==> config.mk <==
export PLATFORM = sky130hd
export DESIGN_NAME = ps2_host_tx
export DESIGN_NICKNAME = d
export VERILOG_FILES = /design/src/rtl/ps2_host_tx.sv
export SDC_FILE = /design/constraint.sdc
export NUM_CORES = 1
export LEC_CHECK = 0
export BUFFER_PORTS_ARGS = -buffer_cell sky130_fd_sc_hd__buf_2
export CAP_MARGIN = 10
export CORE_MARGIN = 4
export CORE_UTILIZATION = 56
export CTS_BUF_LIST = sky130_fd_sc_hd__clkbuf_8
export CTS_CLUSTER_DIAMETER = 100
export DETAILED_ROUTE_END_ITERATION = 10
export GPL_TIMING_DRIVEN = 0
export PLACE_DENSITY = 0.74
export SLEW_MARGIN = 0
export SYNTH_ARGS = -nofsm -noshare
export SYNTH_HDL_FRONTEND = slang
export SYNTH_SLANG_ARGS = --single-unit
export TNS_END_PERCENT = 50
==> constraint.sdc <==
create_clock -name ps2_host_tx_clk -period 3.36 [get_ports ps2_host_tx_clk]
set_clock_uncertainty 0.1 [all_clocks]
set_input_delay 0.504 -clock ps2_host_tx_clk [delete_from_list [all_inputs] [get_ports ps2_host_tx_clk]]
set_output_delay 0.504 -clock ps2_host_tx_clk [all_outputs]
set_load 0.03 [all_outputs]
==> src/rtl/ps2_host_tx.sv <==
// PS/2 host-to-device command transmitter: inhibit, request-to-send, 11-bit frame, ACK check.
// Optional PS2_HOST_TX_RESEND_EN: automatic re-send of the latched byte up to RETRIES times.
`timescale 1ns/1ps
module ps2_host_tx #(
   parameter int INHIBIT_CYCLES = 12000,
   parameter int TIMEOUT_CYCLES = 1500000,
   parameter int RETRIES        = 2
) (
   input  logic       ps2_host_tx_clk,
   input  logic       ps2_host_tx_rst_n,
   input  logic [7:0] ps2_host_tx_data,
   input  logic       ps2_host_tx_valid,
   output logic       ps2_host_tx_ready,
   output logic       ps2_host_tx_busy,
   output logic       ps2_host_tx_done,
   output logic       ps2_host_tx_err,
   input  logic       ps2_host_tx_kclk_in,
   input  logic       ps2_host_tx_kdata_in,
   output logic       ps2_host_tx_kclk_oe,
   output logic       ps2_host_tx_kdata_oe
);

   localparam int INH_W = $clog2(INHIBIT_CYCLES + 1);
   localparam int TO_W  = $clog2(TIMEOUT_CYCLES + 1);
   localparam logic [INH_W-1:0] INH_LAST = INH_W'(INHIBIT_CYCLES - 1);
   localparam logic [INH_W-1:0] INH_PRE  = INH_W'(INHIBIT_CYCLES - 2);
   localparam logic [TO_W-1:0]  TO_LAST  = TO_W'(TIMEOUT_CYCLES - 1);
   localparam logic             START_IN_FIRST = (INHIBIT_CYCLES == 1);

   typedef enum logic [2:0] {
      IDLE, INHIBIT, START, DATA, PARITY, STOP, ACK
   } state_t;

   state_t            state_reg, state_next;
   logic [7:0]        data_reg, data_next;
   logic              parity_reg, parity_next;
   logic [2:0]        bit_cnt_reg, bit_cnt_next;
   logic [INH_W-1:0]  inh_cnt_reg, inh_cnt_next;
   logic [TO_W-1:0]   to_cnt_reg, to_cnt_next;
   logic              kclk_oe_reg, kclk_oe_next;
   logic              kdata_oe_reg, kdata_oe_next;
   logic              done_reg, done_next;
   logic              err_reg, err_next;
   logic              kclk_s1_reg, kclk_s2_reg, kclk_prev_reg;
   logic              kdata_s1_reg, kdata_s2_reg;
   logic              fall;
   logic              fail;

`ifdef PS2_HOST_TX_RESEND_EN
   localparam int RETRY_W = (RETRIES > 0) ? $clog2(RETRIES + 1) : 1;
   localparam logic [RETRY_W-1:0] RETRY_MAX = RETRY_W'(RETRIES);
   logic [RETRY_W-1:0] retry_cnt_reg, retry_cnt_next;

   always_ff @(posedge ps2_host_tx_clk) begin
      if (!ps2_host_tx_rst_n) retry_cnt_reg <= '0;
      else                    retry_cnt_reg <= retry_cnt_next;
   end
`else
   // RETRIES only matters when re-send is enabled.
   if (RETRIES < 0) begin : g_retries_unused
   end
`endif

   always_ff @(posedge ps2_host_tx_clk) begin
      if (!ps2_host_tx_rst_n) begin
         kclk_s1_reg   <= 1'b1;
         kclk_s2_reg   <= 1'b1;
         kclk_prev_reg <= 1'b1;
         kdata_s1_reg  <= 1'b1;
         kdata_s2_reg  <= 1'b1;
         state_reg     <= IDLE;
         data_reg      <= '0;
         parity_reg    <= 1'b0;
         bit_cnt_reg   <= '0;
         inh_cnt_reg   <= '0;
         to_cnt_reg    <= '0;
         kclk_oe_reg   <= 1'b0;
         kdata_oe_reg  <= 1'b0;
         done_reg      <= 1'b0;
         err_reg       <= 1'b0;
      end else begin
         kclk_s1_reg   <= ps2_host_tx_kclk_in;
         kclk_s2_reg   <= kclk_s1_reg;
         kclk_prev_reg <= kclk_s2_reg;
         kdata_s1_reg  <= ps2_host_tx_kdata_in;
         kdata_s2_reg  <= kdata_s1_reg;
         state_reg     <= state_next;
         data_reg      <= data_next;
         parity_reg    <= parity_next;
         bit_cnt_reg   <= bit_cnt_next;
         inh_cnt_reg   <= inh_cnt_next;
         to_cnt_reg    <= to_cnt_next;
         kclk_oe_reg   <= kclk_oe_next;
         kdata_oe_reg  <= kdata_oe_next;
         done_reg      <= done_next;
         err_reg       <= err_next;
      end
   end

   assign fall = kclk_prev_reg & ~kclk_s2_reg;

   always_comb begin
      state_next    = state_reg;
      data_next     = data_reg;
      parity_next   = parity_reg;
      bit_cnt_next  = bit_cnt_reg;
      inh_cnt_next  = inh_cnt_reg;
      to_cnt_next   = to_cnt_reg;
      kclk_oe_next  = kclk_oe_reg;
      kdata_oe_next = kdata_oe_reg;
      done_next     = 1'b0;
      err_next      = 1'b0;
      fail          = 1'b0;
`ifdef PS2_HOST_TX_RESEND_EN
      retry_cnt_next = retry_cnt_reg;
`endif

      case (state_reg)
         IDLE: begin
            kclk_oe_next  = 1'b0;
            kdata_oe_next = 1'b0;
            if (ps2_host_tx_valid) begin
               data_next     = ps2_host_tx_data;
               parity_next   = ~^ps2_host_tx_data;
               bit_cnt_next  = '0;
               inh_cnt_next  = '0;
               kclk_oe_next  = 1'b1;
               kdata_oe_next = START_IN_FIRST;
               state_next    = INHIBIT;
`ifdef PS2_HOST_TX_RESEND_EN
               retry_cnt_next = '0;
`endif
            end
         end
         INHIBIT: begin
            if (inh_cnt_reg == INH_LAST) begin
               kclk_oe_next  = 1'b0;
               kdata_oe_next = 1'b1;
               to_cnt_next   = '0;
               state_next    = START;
            end else begin
               inh_cnt_next  = inh_cnt_reg + 1'b1;
               // Start bit goes out on the final inhibit cycle.
               kdata_oe_next = (inh_cnt_reg == INH_PRE);
            end
         end
         START: begin
            kclk_oe_next  = 1'b0;
            kdata_oe_next = 1'b1;
            if (fall) begin
               kdata_oe_next = ~data_reg[0];
               bit_cnt_next  = '0;
               state_next    = DATA;
            end
         end
         DATA: begin
            if (fall) begin
               if (bit_cnt_reg == 3'd7) begin
                  kdata_oe_next = ~parity_reg;
                  state_next    = PARITY;
               end else begin
                  bit_cnt_next  = bit_cnt_reg + 3'd1;
                  kdata_oe_next = ~data_reg[bit_cnt_reg + 3'd1];
               end
            end
         end
         PARITY: begin
            if (fall) begin
               kdata_oe_next = 1'b0;
               state_next    = STOP;
            end
         end
         STOP: begin
            if (fall) begin
               if (!kdata_s2_reg) state_next = ACK;
               else               fail       = 1'b1;
            end
         end
         ACK: begin
            if (kclk_s2_reg && kdata_s2_reg) begin
               done_next  = 1'b1;
               state_next = IDLE;
            end
         end
         default: state_next = IDLE;
      endcase

      // Device watchdog: any gap between falling edges longer than the limit aborts the frame.
      if (state_reg inside {START, DATA, PARITY, STOP, ACK} && !done_next) begin
         if (fall)                        to_cnt_next = '0;
         else if (to_cnt_reg == TO_LAST)  fail        = 1'b1;
         else                             to_cnt_next = to_cnt_reg + 1'b1;
      end

      if (fail) begin
         kclk_oe_next  = 1'b0;
         kdata_oe_next = 1'b0;
         err_next      = 1'b1;
         state_next    = IDLE;
`ifdef PS2_HOST_TX_RESEND_EN
         if (retry_cnt_reg < RETRY_MAX) begin
            retry_cnt_next = retry_cnt_reg + 1'b1;
            err_next       = 1'b0;
            kclk_oe_next   = 1'b1;
            kdata_oe_next  = START_IN_FIRST;
            inh_cnt_next   = '0;
            bit_cnt_next   = '0;
            state_next     = INHIBIT;
         end
`endif
      end
   end

   assign ps2_host_tx_ready    = (state_reg == IDLE);
   assign ps2_host_tx_busy     = (state_reg != IDLE);
   assign ps2_host_tx_done     = done_reg;
   assign ps2_host_tx_err      = err_reg;
   assign ps2_host_tx_kclk_oe  = kclk_oe_reg;
   assign ps2_host_tx_kdata_oe = kdata_oe_reg;

endmodule

Word level (Yosys, flattened, before mapping)
Index checks and enable logic that the tools add are counted.

word-level totals
  register bits = 59
  bits in latches = 0
  memory bits (writable) = 0
  bits in read-only memories = 0
  output and inout port bits = 6
  logic and storage cells = 107
  memories kept = 0

cells by class
  add/subtract/negate cells = 3
  multiply operators = 0
  div/mod/pow operators = 0
  $lt $le $gt $ge = 1
  equal/unequal tests = 21
  shifts and indexed selects = 0
  mux-type cells = 43
  bitwise logic cells = 6
  reduce and logical (&&, ||, !) cells = 18

operator list
  operator               count
  $mux 21                5
  $mux 3                 13
  $eq 14x14->1 const B   2
  $mux 14                2
  $pmux 14 s2            1
  $ne 2x2->1 const B     11
  $add 21x1->21 const B  1
  $eq 21x21->1 const B   1
  $pmux 3 s7             1
  $mux 1                 17
  $add 14x1->14 const B  1
  $eq 3x3->1 const B     4
  $reduce_bool 5->1      2
  $pmux 3 s3             1
  $reduce_and 9->1       1
  $reduce_bool 3->1      3
  $reduce_xnor 8->1      1
  $eq 3x2->1 const B     2
  $reduce_and 3->1       2
  $not 1->1              5
  $pmux 1 s5             1
  $reduce_and 5->1       1
  $lt 3x4->1 const B     1
  $reduce_and 2->1       2
  other kinds (10)       11

Longest topological paths before layout
Gate-level depths: netlist of run 1.

  depth after elaboration = 8
  depth in mapped cells = 7
  depth with buffers taken out = 7

Worst setup path before layout of run 1
OpenSTA, ideal clock, no wires.

  kind = reg2reg
  from = register state_reg[2]
  to = register inh_cnt_reg[10]
  setup time = 0.128 ns
  arrival = 1.966 ns
  setup slack = 1.166 ns
  cell stages (with the launch flop) = 8
  path buffers = 2
  clock period less this slack = 2.194 ns
  cells stage by stage = dfxtp_1 buf_6 or2_4 nor2_1 nand2_1 nand2_1 buf_1 nor2_1

between the ends
  word-level cells in the longest chain between the ends = 3

ends and longest elaborated chain
  element                                                           line  RTL
  start, declared                                                   34    state_t state_reg, state_next;
  start signal, assigned                                            87    state_reg <= state_next;
  $logic_not 3->1 (*)                                               --
  net ps2_host_tx_ready                                             13    output logic ps2_host_tx_ready,
  $ne 2x2->1 (no line) / $reduce_bool 2->1 (equally long branches)  --
  $reduce_and 3->1 (no line)                                        --
  end signal, assigned                                              91    inh_cnt_reg <= inh_cnt_next;
  end, declared                                                     38    logic [INH_W-1:0] inh_cnt_reg, inh_cnt_next;

The timed path passes the listed nets; every way through them passes the cells marked *.
A chain may end at the register's enable or synchronous reset.

Worst setup path in the final report of run 1
  from = register to_cnt_reg[0]
  to = register kdata_oe_reg, in the netlist ps2_host_tx_kdata_oe

between the ends
  word-level cells in the longest chain between the ends = 5

ends and longest elaborated chain
  element                    line  RTL
  start, declared            39    logic [TO_W-1:0] to_cnt_reg, to_cnt_next;
  start signal, assigned     92    to_cnt_reg <= to_cnt_next;
  $eq 21x21->1               191   else if (to_cnt_reg == TO_LAST) fail = 1'b1;
  $mux 1                     191
  $mux 1                     190   if (fall) to_cnt_next = '0;
  $mux 1                     189   if (state_reg inside {START, DATA, PARITY, STOP, ACK} && !done_next) begin
  $reduce_or 2->1 (no line)  --
  end signal, assigned       94    kdata_oe_reg <= kdata_oe_next;
  end, declared              41    logic kdata_oe_reg, kdata_oe_next;

Every way passes these cells.

==> results of run 1 <==
## critical path, delay by kind of cell (launching register included)
family | cells | cell delay [ns]
compound gates | 1 | 0.42
fa+ha+maj | 1 | 0.23
buf+inv | 1 | 0.19
flops | 1 | 0.40
simple gates | 4 | 1.05
## power by group through the flow
stage	combinational [mW]	sequential (mW)	clock, mW
CTS	0.0955	0.721	0.617
finish	0.0953	0.721	0.603
detailed placement	0.0953	0.737	0
global route	0.107	0.723	0.648
global placement	0.0937	0.737	0
floorplan	0.0656	0.736	0
## cell families (layout without fill, tap and decap cells)
family | after synthesis | count (layout)
AO/OA/AOI/OAI | 61 | 61
XOR/XNOR | 28 | 28
adder cells (fa/ha/maj) | 5 | 5
buffers and inverters | 21 | 55
flip-flops | 59 | 59
multiplexers | 5 | 5
AND/OR/NAND/NOR | 183 | 183
## area by class of cell
cell class | instances | area, um^2
buffer | 13 | 60.06
clock buffer | 10 | 137.6
clock inverter | 6 | 48.80
fill | 446 | 1798
inverter | 8 | 30.03
multi-input combinational | 282 | 1739
sequential | 59 | 1181
tap | 70 | 87.58
timing repair buffer | 18 | 90.09
## cell usage after synthesis (4+ instances only)
cell	n
sky130_fd_sc_hd__dfxtp_1	59
sky130_fd_sc_hd__nand2_1	41
sky130_fd_sc_hd__nor2_1	40
sky130_fd_sc_hd__a21oi_1	28
sky130_fd_sc_hd__xnor2_1	23
sky130_fd_sc_hd__nand3_1	18
sky130_fd_sc_hd__nor3_1	17
sky130_fd_sc_hd__nand4_1	13
sky130_fd_sc_hd__o21ai_0	10
sky130_fd_sc_hd__clkbuf_1	8
sky130_fd_sc_hd__inv_1	8
sky130_fd_sc_hd__and3_1	7
sky130_fd_sc_hd__nand2b_1	6
sky130_fd_sc_hd__or4_1	6
sky130_fd_sc_hd__ha_1	5
sky130_fd_sc_hd__nor4_1	5
sky130_fd_sc_hd__xor2_1	5
sky130_fd_sc_hd__o31ai_1	4
sky130_fd_sc_hd__or3_1	4
## cells in the final DEF, fill, tap and decap left out, types with 6 or more instances in the layout
master,count
sky130_fd_sc_hd__xnor2_1,23
sky130_fd_sc_hd__buf_2,21
sky130_fd_sc_hd__a21oi_1,28
sky130_fd_sc_hd__and3_1,7
sky130_fd_sc_hd__clkbuf_8,10
sky130_fd_sc_hd__nor2_1,40
sky130_fd_sc_hd__clkbuf_1,8
sky130_fd_sc_hd__nand3_1,18
sky130_fd_sc_hd__nand4_1,13
sky130_fd_sc_hd__dfxtp_1,59
sky130_fd_sc_hd__nand2b_1,6
sky130_fd_sc_hd__nand2_1,41
sky130_fd_sc_hd__inv_1,8
sky130_fd_sc_hd__or4_1,6
sky130_fd_sc_hd__o21ai_0,10
sky130_fd_sc_hd__nor3_1,17
## worst max-delay path by stage
stage	start	end	slack [ns]	cells after the start
detailed placement	to_cnt_reg[0]$_SDFF_PN0_	ps2_host_tx_kdata_oe$_SDFFE_PP0P_	0.92	7
floorplan	state_reg[2]$_SDFFE_PP0P_	inh_cnt_reg[10]$_SDFFE_PN0P_	1.17	7
CTS	to_cnt_reg[0]$_SDFF_PN0_	ps2_host_tx_kdata_oe$_SDFFE_PP0P_	0.92	7
finish	to_cnt_reg[0]$_SDFF_PN0_	ps2_host_tx_kdata_oe$_SDFFE_PP0P_	0.87	7
global route	to_cnt_reg[0]$_SDFF_PN0_	ps2_host_tx_kclk_oe$_SDFFE_PP0P_	0.70	7
global placement	to_cnt_reg[0]$_SDFF_PN0_	ps2_host_tx_kdata_oe$_SDFFE_PP0P_	0.89	7
## routing by layer
layer  part of all wire (%)  routed length (um)
met3                    5.6                 382
met5                      0                   0
met4                   0.99                  68
met1                     47                3196
met2                     47                3197
==> results.cfg, run 1 <==
[outcome]
status = completed

[sta]
rsz_0062_raised_after_global_routing = false
timing.max_slew.rel_slack_pct = 37.68
hold_slack_ns = 0.2409
tightestPinTransition_ns = 0.9270
clock.fmax_mhz = 401.9
fin_tns_setup_ns = 0
fin_crit_ns = 2.488
timing.final.setup_violations = 0
timing.final.max_slew_violations = 0
timing.final.hold_violations = 0
share_of_the_clock_period_used_by_the_worst_path_pct = 74.05
finalWorstSetupSlack_ns = 0.8719

[power_and_ir_drop]
total_power_per_unit_cell_area_mw_per_mm2 = 420.6
design_power_total_mw = 1.419
power_share_of_the_clock_group_pct = 42.5
cell_internal_pwr_mw = 1.042
ir_worst_vdd_v = 0.0003295
seq_power_share_pct = 50.8
swShare_pct = 26.61
power_leakage_nw = 1.135
power.switching_uw = 377.7
share_comb_of_total_power_pct = 6.7

[yosys]
synth-edff-count = 0
synth-adder-area-share_pct = 2.078
post_synth_and_or_nand_nor_area_fraction_pct = 32.59
synth.mux.area_fraction_pct = 2.494
syn-num-nets = 380
synth_seq_cells = 59
synth.top_cells.by_area = sky130_fd_sc_hd__dfxtp_1 39%, sky130_fd_sc_hd__xnor2_1 6.7%, sky130_fd_sc_hd__nand2_1 5.1%
netlist_instances = 362
synth-compound-area-share_pct = 12.47
asyncSetResetFlopFracSynth_pct = 0
synthDominantCellAreaShare_pct = 39.24
synth_sequential_area_ratio_pct = 39.24
yosysTopAreaCell = sky130_fd_sc_hd__dfxtp_1
number_of_distinct_library_cells_after_synthesis = 50
synth_xor_xnor_area_share_pct = 8.146
ys.warnings.count = 0
avgSynthCellArea_um2 = 8.316
synthFlopType = sky130_fd_sc_hd__dfxtp_1
synthesized_cell_area_mm2 = 0.003010
synth_top_family_by_area = simple AND/OR/NAND/NOR gates

[global_routing]
first_pass_grt_wire_length_mm = 11.81
grt.met1_usage_pct = 30.45
grt_use_met3_pct = 5.543
groute.layer.met2.usage_pct = 35.67
busiest_layer = met2
number_of_antenna_violations_at_the_first_check_in_global_routing = 0
grt_pass1_vias = 2578
grt_util_all_layers_pct = 22.60
globalRouteOverflowTotal = 0
pin_count_of_the_biggest_net_entering_global_routing = 13

[place]
dp_worst_setup_slack_ns = 0.9168
dpl_cell_area_mm2 = 0.003188
dp_hpwl_mm = 4.706
gpl.final_weighted_congestion = 0.8606
placed_cells_incl_taps = 450
buffer_ports.inserted = 18

[worst_setup_path]
worst_path_max_delay_cell = sky130_fd_sc_hd__nor4_2
reg2reg_end = ps2_host_tx_kdata_oe$_SDFFE_PP0P_
critPathRequiredTime_ns = 3.48
worst_r2r_path_depth = 7
worst_ep_arrival_time_ns = 2.61
ff2ff_setup_slack_ns = 0.87
worstPathCellList = ha_1 > and3_1 > buf_2 > nand4_1 > nor4_2 > a311o_1 > nor3_1
timing.critical_path.fanout_max = 8
worstSetupEndpointType = register
timing.rr.start = to_cnt_reg[0]$_SDFF_PN0_
worst_path_largest_cell_delay_ns = 0.67
cp-start-kind = register
worst-setup-path-type = reg -> reg

[min_path]
worst_hold_path.endpoint = kdata_s1_reg$_SDFF_PN1_
hold_path.class = in -> reg
timing.hold.worst_path_depth = 2
hold_path.startpoint = ps2_host_tx_kdata_in

[drt]
finalWirelength_mm = 6.845
drt_pass1_iterations = 4
route.detailed.drc = 0
post_drt_via_cell_ratio = 5.998
postRouteAntennaNets = 0
detail_route.iter0.violations = 202
vias = 2795
post_drt_wl_per_cell_um = 14.69

[clock_network]
ctsHoldBuffers = 0
cts_inserted_buffers = 9
sink_count_of_the_clock_tree = 59
cts_resized = 0
cts.path.max_buffers = 2
cts_max_level = 3
postCtsSetupRepairBufs = 0
clock_network_latency_to_the_later_pin_of_the_worst_skew_pair_ns = 0.34
tritoncts_clock_tree = built
clock_tree.root_cell = sky130_fd_sc_hd__clkbuf_8
clkSlewWorstSetupHoldPaths_ns = 0.07

[floorplan]
die-area_mm2 = 0.006613
die_height_um = 81.32
fp.dieW_um = 81.32
fp-row-count = 26
core_area_mm2 = 0.005172
initial_utilization_pct = 58.20
design.portCount = 19

[layout]
layout_cells_sized_above_1_pct = 11.62
nNetsFinal = 409
largest_register_ffs = 21
area_delta_synth_final_pct = 12.09
utilization_pct = 65.24
num_antenna_cells = 0
stdcell_count = 466
fin_area_mm2 = 0.003374

[job]
maxCapViolations = 0
No activity file was read; power rests on OpenSTA's default activity.
==> run 2, diff against run 1 <==
==> constraint.sdc (replaced) <==
create_clock -name ps2_host_tx_clk -period 2.6 [get_ports ps2_host_tx_clk]
set_clock_uncertainty 0.1 [all_clocks]
set_input_delay 0.39 -clock ps2_host_tx_clk [delete_from_list [all_inputs] [get_ports ps2_host_tx_clk]]
set_output_delay 0.39 -clock ps2_host_tx_clk [all_outputs]
set_load 0.03 [all_outputs]
==> run 2 against run 1 <==
Effect of this change:
- combinational power rose by 29%
- clock power rose by 29%
- highest routed layer unchanged
- wire length fell by 0.54%
- fmax rose by 6.8%
- die area did not move
==> results.cfg, run 2 (synthesis gave the netlist of run 1 again) <==
[outcome]
status = completed

[clock_network]
cts_max_level = 3
clock_network_latency_to_the_later_pin_of_the_worst_skew_pair_ns = 0.34
cts_resized = 0
clkSlewWorstSetupHoldPaths_ns = 0.07
sink_count_of_the_clock_tree = 59
clock_tree.root_cell = sky130_fd_sc_hd__clkbuf_8
tritoncts_clock_tree = built
cts_inserted_buffers = 9
ctsHoldBuffers = 0
postCtsSetupRepairBufs = 0
cts.path.max_buffers = 2

[worst_setup_path]
worst_path_max_delay_cell = sky130_fd_sc_hd__nor4_4
worstPathCellList = ha_1 > and3_1 > buf_2 > nand4_1 > nor4_4 > a311o_1 > nor3_1
cp-start-kind = register
critPathRequiredTime_ns = 2.72
timing.rr.start = to_cnt_reg[0]$_SDFF_PN0_
ff2ff_setup_slack_ns = 0.27
timing.critical_path.fanout_max = 8
worst_ep_arrival_time_ns = 2.45
critPathBufInv = 1
timing.critical_path.max_delay_family = simple AND/OR/NAND/NOR gates
worst_r2r_path_depth = 7
worstSetupEndpointType = register
reg2reg_end = ps2_host_tx_kdata_oe$_SDFFE_PP0P_
worst-setup-path-type = reg -> reg
worst_path_largest_cell_delay_ns = 0.50

[sta]
timing.final.max_slew_violations = 0
share_of_the_clock_period_used_by_the_worst_path_pct = 89.63
clock.fmax_mhz = 429.1
fin_tns_setup_ns = 0
rsz_0062_raised_after_global_routing = false
tightestPinTransition_ns = 0.9241
timing.max_slew.rel_slack_pct = 37.88
timing.final.hold_violations = 0
fin_crit_ns = 2.330
timing.final.setup_violations = 0

[drt]
finalWirelength_mm = 6.808
post_drt_via_cell_ratio = 6.030
vias = 2810
postRouteAntennaNets = 0
post_drt_wl_per_cell_um = 14.61
detail_route.iter0.violations = 200
drt_pass1_iterations = 5
route.detailed.drc = 0

[place]
dp_hpwl_mm = 4.706
buffer_ports.inserted = 18
gpl.final_weighted_congestion = 0.8606

[floorplan]
core_area_mm2 = 0.005172
die-area_mm2 = 0.006613
design.portCount = 19
initial_utilization_pct = 58.20
fp-row-count = 26
die_height_um = 81.32
fp.dieW_um = 81.32

[layout]
area_delta_synth_final_pct = 12.39
most_common_cell_after_layout_fill_and_taps_aside = sky130_fd_sc_hd__dfxtp_1
most-common-layout-cells = 59 x sky130_fd_sc_hd__dfxtp_1, 41 x sky130_fd_sc_hd__nand2_1, 40 x sky130_fd_sc_hd__nor2_1
largest_register_ffs = 21
nNetsFinal = 409
layout_cells_sized_above_1_pct = 11.62
num_antenna_cells = 0

[global_routing]
globalRouteOverflowTotal = 0
busiest_layer = met2
grt_pass1_vias = 2578
number_of_antenna_violations_at_the_first_check_in_global_routing = 0
pin_count_of_the_biggest_net_entering_global_routing = 13
grt_util_all_layers_pct = 22.60
grt_use_met3_pct = 5.543
groute.layer.met2.usage_pct = 35.67
first_pass_grt_wire_length_mm = 11.81
grt.met1_usage_pct = 30.45

[power_and_ir_drop]
ir_worst_vdd_v = 0.0004249
swShare_pct = 26.52
power_share_of_the_clock_group_pct = 42.4
power_leakage_nw = 1.152
share_comb_of_total_power_pct = 6.7
power.switching_uw = 485.8
total_power_per_unit_cell_area_mw_per_mm2 = 541.5
design_power_total_mw = 1.832
cell_internal_pwr_mw = 1.346
seq_power_share_pct = 50.9

[min_path]
hold_path.startpoint = ps2_host_tx_kdata_in
worst_hold_path.endpoint = kdata_s1_reg$_SDFF_PN1_
hold_path.class = in -> reg
timing.hold.worst_path_depth = 2

[job]
maxCapViolations = 0
## run 2: cell counts in the layout (fill, tap and decap cells not counted)
No cell type changed its count.
## run 2: power groups by stage
stage / clock (mW) / sequential, mW / combinational, mW
after floorplan: 0 / 0.951 / 0.0847
after global routing: 0.838 / 0.934 / 0.138
final: 0.777 / 0.932 / 0.123
after global placement: 0 / 0.952 / 0.121
after detailed placement: 0 / 0.953 / 0.123
after CTS: 0.797 / 0.932 / 0.123
## run 2: per-stage QoR
step / cells / hold slack, ns / cell area [um^2] / setup WS [ns] / utilization, %
2_1_floorplan: 362 / 0.2863 / 3010 / 0.4060 / -
3_3_place_gp: 450 / 0.2885 / 3188 / 0.1335 / 61.64
3_5_place_dp: 450 / 0.2955 / 3188 / 0.1568 / 61.64
4_1_cts: 466 / 0.1146 / 3374 / 0.1581 / 65.24
5_1_grt: 466 / 0.1338 / 3383 / 0.09129 / 65.41
6_report: 466 / 0.1306 / 3383 / 0.2697 / 65.41
## run 2: area by class of cell
cell class                 count  area, um^2
clock inverter                 6       48.80
multi-input combinational    282        1748
inverter                       8       30.03
sequential                    59        1181
clock buffer                  10       137.6
buffer                        13       60.06
tap                           70       87.58
timing repair buffer          18       90.09
fill                         442        1789
## run 2: worst reg2reg max path, delay by kind of cell, from the launching register on
family,cells,cell delay (ns)
simple gates,4,0.91
compound gates,1,0.39
buf+inv,1,0.19
fa+ha+maj,1,0.23
flops,1,0.40
## run 2: how the worst max path moves through the flow
| stage | startpoint | endpoint | slack (ns) | depth (start not counted) |
|---|---|---|---|---|
| 2_1_floorplan | state_reg[2]$_SDFFE_PP0P_ | inh_cnt_reg[10]$_SDFFE_PN0P_ | 0.41 | 7 |
| 3_3_place_gp | to_cnt_reg[0]$_SDFF_PN0_ | ps2_host_tx_kdata_oe$_SDFFE_PP0P_ | 0.13 | 7 |
| 3_5_place_dp | to_cnt_reg[0]$_SDFF_PN0_ | ps2_host_tx_kdata_oe$_SDFFE_PP0P_ | 0.16 | 7 |
| 4_1_cts | to_cnt_reg[0]$_SDFF_PN0_ | ps2_host_tx_kdata_oe$_SDFFE_PP0P_ | 0.16 | 7 |
| 5_1_grt | inh_cnt_reg[1]$_SDFFE_PN0P_ | inh_cnt_reg[1]$_SDFFE_PN0P_ | 0.09 | 6 |
| 6_report | to_cnt_reg[0]$_SDFF_PN0_ | ps2_host_tx_kdata_oe$_SDFFE_PP0P_ | 0.27 | 7 |
## run 2: metal layers
layer	routed length [um]	vias to the layer above	share of wire (%)
li1	-	1385	-
met1	3138	1304	46
met2	3160	108	46
met3	440	13	6.5
met4	69	0	1.0
met5	0	-	0
